## src/rtl/vend_pkg.sv

```systemverilog
// Shared definitions for the vending controller: one-hot state encoding
// and the coin codes presented on coin_in.
package vend_pkg;

    typedef enum logic [3:0] {
        ST_IDLE    = 4'b0001,
        ST_COLLECT = 4'b0010,
        ST_VEND    = 4'b0100,
        ST_CHANGE  = 4'b1000
    } state_t;

    localparam logic [1:0] COIN_NONE = 2'd0;
    localparam logic [1:0] COIN_1    = 2'd1;
    localparam logic [1:0] COIN_2    = 2'd2;
    localparam logic [1:0] COIN_3    = 2'd3;

endpackage

```

## src/rtl/vend_ctrl.sv

```systemverilog
// Vending machine controller: accumulates coin credit, pulses vend when the
// price is reached, then pays back any remaining credit one unit at a time
// over a valid/ready change interface. All outputs are registered.
module vend_ctrl
    import vend_pkg::*;
#(
    parameter int PRICE    = 3,
    parameter int VAL1     = 1,
    parameter int VAL2     = 2,
    parameter int VAL3     = 5,
    parameter int CREDIT_W = 4
) (
    input  logic                clk,
    input  logic                rst,
    input  logic [1:0]          coin_in,
    input  logic                cancel,
    input  logic                chg_rdy,
    output logic                vend,
    output logic                chg_vld,
    output logic                coin_rej,
    output logic                busy,
    output logic [CREDIT_W-1:0] credit
);

    localparam int SUM_W = CREDIT_W + 1;
    localparam int MAX_VAL = (VAL1 > VAL2) ? ((VAL1 > VAL3) ? VAL1 : VAL3)
                                           : ((VAL2 > VAL3) ? VAL2 : VAL3);
    localparam logic [SUM_W-1:0] PRICE_W = SUM_W'(PRICE);

    // Largest reachable sum is (PRICE-1) + MAX_VAL; it must fit in credit.
    if (PRICE < 1 || (2 ** CREDIT_W) <= (PRICE + MAX_VAL - 1)) begin : g_param_err
        $fatal(1, "vend_ctrl: PRICE/VALx do not fit in CREDIT_W bits");
    end

    // Unit value of a coin code, zero for "no coin".
    function automatic logic [SUM_W-1:0] coin_value(input logic [1:0] code);
        logic [SUM_W-1:0] v;
        case (code)
            COIN_1:  v = SUM_W'(VAL1);
            COIN_2:  v = SUM_W'(VAL2);
            COIN_3:  v = SUM_W'(VAL3);
            default: v = '0;
        endcase
        return v;
    endfunction

    state_t           state;
    logic [SUM_W-1:0] sum;
    logic             coin_seen;

    // Candidate credit after adding this cycle's coin, one bit wider so the
    // comparison against PRICE can never wrap.
    always_comb begin
        sum       = {1'b0, credit} + coin_value(coin_in);
        coin_seen = (coin_in != COIN_NONE);
    end

    // Controller state machine with all outputs registered alongside state.
    always_ff @(posedge clk or posedge rst) begin
        if (rst) begin
            state    <= ST_IDLE;
            credit   <= '0;
            vend     <= 1'b0;
            chg_vld  <= 1'b0;
            coin_rej <= 1'b0;
            busy     <= 1'b0;
        end else begin
            vend     <= 1'b0;
            coin_rej <= 1'b0;
            case (state)
                ST_IDLE, ST_COLLECT: begin
                    if (coin_seen) begin
                        if (cancel) begin
                            // Coin plus cancel: refund everything, never vend.
                            credit  <= CREDIT_W'(sum);
                            state   <= ST_CHANGE;
                            chg_vld <= 1'b1;
                            busy    <= 1'b1;
                        end else if (sum >= PRICE_W) begin
                            credit <= CREDIT_W'(sum - PRICE_W);
                            state  <= ST_VEND;
                            vend   <= 1'b1;
                            busy   <= 1'b1;
                        end else begin
                            credit <= CREDIT_W'(sum);
                            state  <= ST_COLLECT;
                        end
                    end else if (cancel && state == ST_COLLECT) begin
                        state   <= ST_CHANGE;
                        chg_vld <= 1'b1;
                        busy    <= 1'b1;
                    end
                end
                ST_VEND: begin
                    coin_rej <= coin_seen;
                    if (credit != '0) begin
                        state   <= ST_CHANGE;
                        chg_vld <= 1'b1;
                        busy    <= 1'b1;
                    end else begin
                        state   <= ST_IDLE;
                        chg_vld <= 1'b0;
                        busy    <= 1'b0;
                    end
                end
                ST_CHANGE: begin
                    coin_rej <= coin_seen;
                    if (credit == '0) begin
                        state   <= ST_IDLE;
                        chg_vld <= 1'b0;
                        busy    <= 1'b0;
                    end else if (chg_vld && chg_rdy) begin
                        credit <= credit - CREDIT_W'(1);
                        if (credit == CREDIT_W'(1)) begin
                            state   <= ST_IDLE;
                            chg_vld <= 1'b0;
                            busy    <= 1'b0;
                        end
                    end
                end
                default: begin
                    // Corrupted encoding: fall back to a clean idle machine.
                    state   <= ST_IDLE;
                    credit  <= '0;
                    chg_vld <= 1'b0;
                    busy    <= 1'b0;
                end
            endcase
        end
    end

endmodule

```

## config.mk

```make
export PLATFORM = sky130hd
export DESIGN_NAME = vend_ctrl
export DESIGN_NICKNAME = d
export VERILOG_FILES = /design/src/rtl/vend_pkg.sv /design/src/rtl/vend_ctrl.sv
export SDC_FILE = /design/constraint.sdc
export NUM_CORES = 1
export LEC_CHECK = 0
export BUFFER_PORTS_ARGS = -buffer_cell sky130_fd_sc_hd__clkbuf_2
export CAP_MARGIN = 10
export CORE_MARGIN = 3
export CORE_UTILIZATION = 40
export CTS_CLUSTER_DIAMETER = 50
export DETAILED_ROUTE_END_ITERATION = 16
export PLACE_DENSITY = 0.66
export SYNTH_ARGS = -nofsm -noshare
export SYNTH_HDL_FRONTEND = slang
export SYNTH_SLANG_ARGS = --single-unit
```

## constraint.sdc

```tcl
create_clock -name clk -period 2.8 [get_ports clk]
set_clock_uncertainty 0.15 [all_clocks]
set_input_delay 0.14 -clock clk [delete_from_list [all_inputs] [get_ports clk]]
set_output_delay 0.14 -clock clk [all_outputs]
set_load 0.005 [all_outputs]
```

==> impl_metrics.ini <==
[route]
vias = 954
drtPass1Iterations = 5
dr.first_iter.drc_count = 24
antenna_left = 0
wl_per_cell_um = 15.2
drc = 0
routed_wl_mm = 2.47
viasPerCell = 5.85

[global_routing]
antenna_found_initial = 0
grt_max_degree = 13
grtUsageTotal_pct = 14.8
overflow = 0
met2_usage_pct = 24.8
grt_use_met1_pct = 18.8
met3_usage_pct = 4.23
top_usage_layer = met2
grt_pass1_vias = 898
grt_pass1_wl_mm = 3.88

[placement]
place_ws_ns = -0.0372
placedCellCount = 154
port_buffers = 13
place_hpwl_mm = 1.86
place_area_um2 = 1180
finalWeightedCongestion = 0.818

[synthesis]
synthTopCellsByArea = dfrtp_1 (25%), ha_1 (6.9%), nor2b_1 (4.6%)
postSynth.asyncResetShare_pct = 100
ys_top_cells_by_count = dfrtp_1 (11), inv_1 (8), nor2b_1 (8)
synth-seq-cells = 12
synth_area_leader_cell = dfrtp_1
ys.flop_type = dfrtp_1
netlist_area_um2 = 1090
seq_area_frac_synth_pct = 27.7
synth_edf_count = 0
yosys_warnings = 0
yosys.area.top_type_share_pct = 25.3
avgSynthCellArea_um2 = 9.73
synth_cell_types = 57
synthCells = 112
synth_most_common_cell = dfrtp_1
syn_nets = 125

[sta]
holdWs_ns = 0.171
final_max_slew_viol_count = 0
final.setup.worst_slack_ns = 0.105
timing.slew.headroom_pct = 68.3
setup_viol = 0
fin_crit_ns = 2.70
worst_pin_slew_ns = 0.475
max_freq_mhz = 371
finalSetupTns_ns = 0
finalCritPeriodShare_pct = 96.3
hold_viol_final = 0

[finish]
stdcell_count = 163
diodes = 0
fillers = 242
final_cell_area_um2 = 1300
layout-drive-gt1-share_pct = 31.6
area_delta_synth_final_pct = 19.2
final_nets = 147

[setup_path]
path_cells = ha_2, inv_2, fa_1, inv_2, ha_4, buf_4, nor4_2, and2_4, nor4b_1, o32a_1
crit_required_ns = 2.82
crit_type = register to register
reg2reg_slack_ns = 0.10
start_kind = register
crit_path_top_delay_cell = fa_1
max_stage_delay_ns = 0.56
path_max_fanout = 6
endpoint_kind = register
crit_top_cell = inv_2
cp.arrival_ns = 2.72

[clock_tree]
clock_sinks = 12
htree_levels = 1
clk_pin_slew_ns = 0.08
clock_path_buffers = 2
clk_latency_ns = 0.28
cts_tree = yes
cts_root_buf = clkbuf_4
cts_buffers = 3

[floorplan]
start_util_pct = 43.2
dieArea_um2 = 3390
core_area_um2 = 2520
die_x_um = 58.2
num_io_pins = 14
die_h_um = 58.2
num_rows = 18

[run_status]
status = complete, no violations

[min_path]
min_path_type = input port to register

[job]
drv_cap = 0

[pwr]
power.density_nw_per_um2 = 1180
vdd_drop_max_uv = 621
p_leak_nw = 0.582
[registers in the layout, indices dropped and copies added (netlist names)]
name,flops
state,4
vend,1
credit,4
chg_vld,1
busy,1
coin_rej,1
[report_power, final]
part           internal [mW]  leakage, nW  switching [mW]  total, mW
combinational          0.515        0.407           0.494       1.01
sequential             0.256        0.153           0.126      0.382
clock                 0.0793       0.0210          0.0614      0.141
total                  0.850        0.582           0.682       1.53
[metal layers]
layer  part of all wire (%)  vias to the layer above
li1                       -                      466
met1                     44                      464
met2                     51                       20
met3                    3.8                        4
met4                   0.77                        0
met5                      0                        -
[placed cells by master, fill, tap and decap left out, drive strengths merged, types with 2 or more instances in the layout]
| cell | count |
|---|---|
| ha | 6 |
| a21o | 3 |
| nor3b | 2 |
| a31oi | 2 |
| a2111oi | 2 |
| or2 | 2 |
| clkbuf | 17 |
| o21ai | 4 |
| buf | 7 |
| xnor2 | 3 |
| nor4 | 2 |
| a211oi | 2 |
| dfrtp | 11 |
| nor4b | 3 |
| a21oi | 4 |
| and2 | 3 |
| nand2b | 2 |
| or4 | 2 |
| o32a | 2 |
| o311ai | 2 |
| nor3 | 5 |
| inv | 8 |
| o31ai | 2 |
| nor2b | 8 |
| nand2 | 3 |
| nor2 | 5 |
[area by class of cell]
| type | count | area [µm²] | share of cell area (%) |
|---|---|---|---|
| multi-input combinational | 88 | 766 | 59.0 |
| sequential | 12 | 302 | 23.2 |
| timing repair buffer | 21 | 128 | 9.83 |
| tap | 30 | 37.5 | 2.89 |
| clock buffer | 4 | 36.3 | 2.79 |
| inverter | 8 | 30.0 | 2.31 |
[worst paths after layout]
path	startpoint	end	cells past startpoint
hold / removal	chg_rdy	credit[2]$_DFFE_PP0P_	3
setup / recovery	credit[0]$_DFFE_PP0P_	credit[1]$_DFFE_PP0P_	10
min in group asynchronous	rst	credit[3]$_DFFE_PP0P_	3
setup reg to reg	credit[0]$_DFFE_PP0P_	credit[1]$_DFFE_PP0P_	10
hold reg to reg	busy$_DFFE_PP0P_	busy$_DFFE_PP0P_	1
max in group asynchronous	rst	state[0]$_DFFE_PP1P_	3
[worst max-delay path: cells and delay by family, from the launching register on]
| family | cells | cell delay, ns |
|---|---|---|
| AOI/OAI and AO/OA | 1 | 0.33 |
| adders and majority gates | 3 | 0.93 |
| buffers and inverters | 3 | 0.23 |
| DFF | 1 | 0.36 |
| and+or+nand+nor | 3 | 0.59 |
[per-stage QoR]
stage                     utilization, %  power (mW)
final                               51.5        1.53
after global routing                51.5        1.67
after CTS                           48.6        1.41
after detailed placement            46.8        1.26
after global placement              46.8        1.24
after floorplan                        -        1.06
[kinds of logic after synthesis]
logic type	after synthesis	synth area share [%]
muxes	2	1.95
adders and majority gates	7	8.73
DFF	12	27.7
buffers and inverters	12	5.97
xor gates and xnor gates	4	4.94
and+or+nand+nor	42	26.9
AOI/OAI and AO/OA	33	23.9
[timing repair]
item,CTS,global route
endpoints found under the setup margin,1,5
hold buffers,1,0
endpoints found under the hold margin,11,0
pin swaps,2,7
buffers inserted,0,4
gates resized for setup,0,11
No activity file was read; power rests on OpenSTA's default activity.
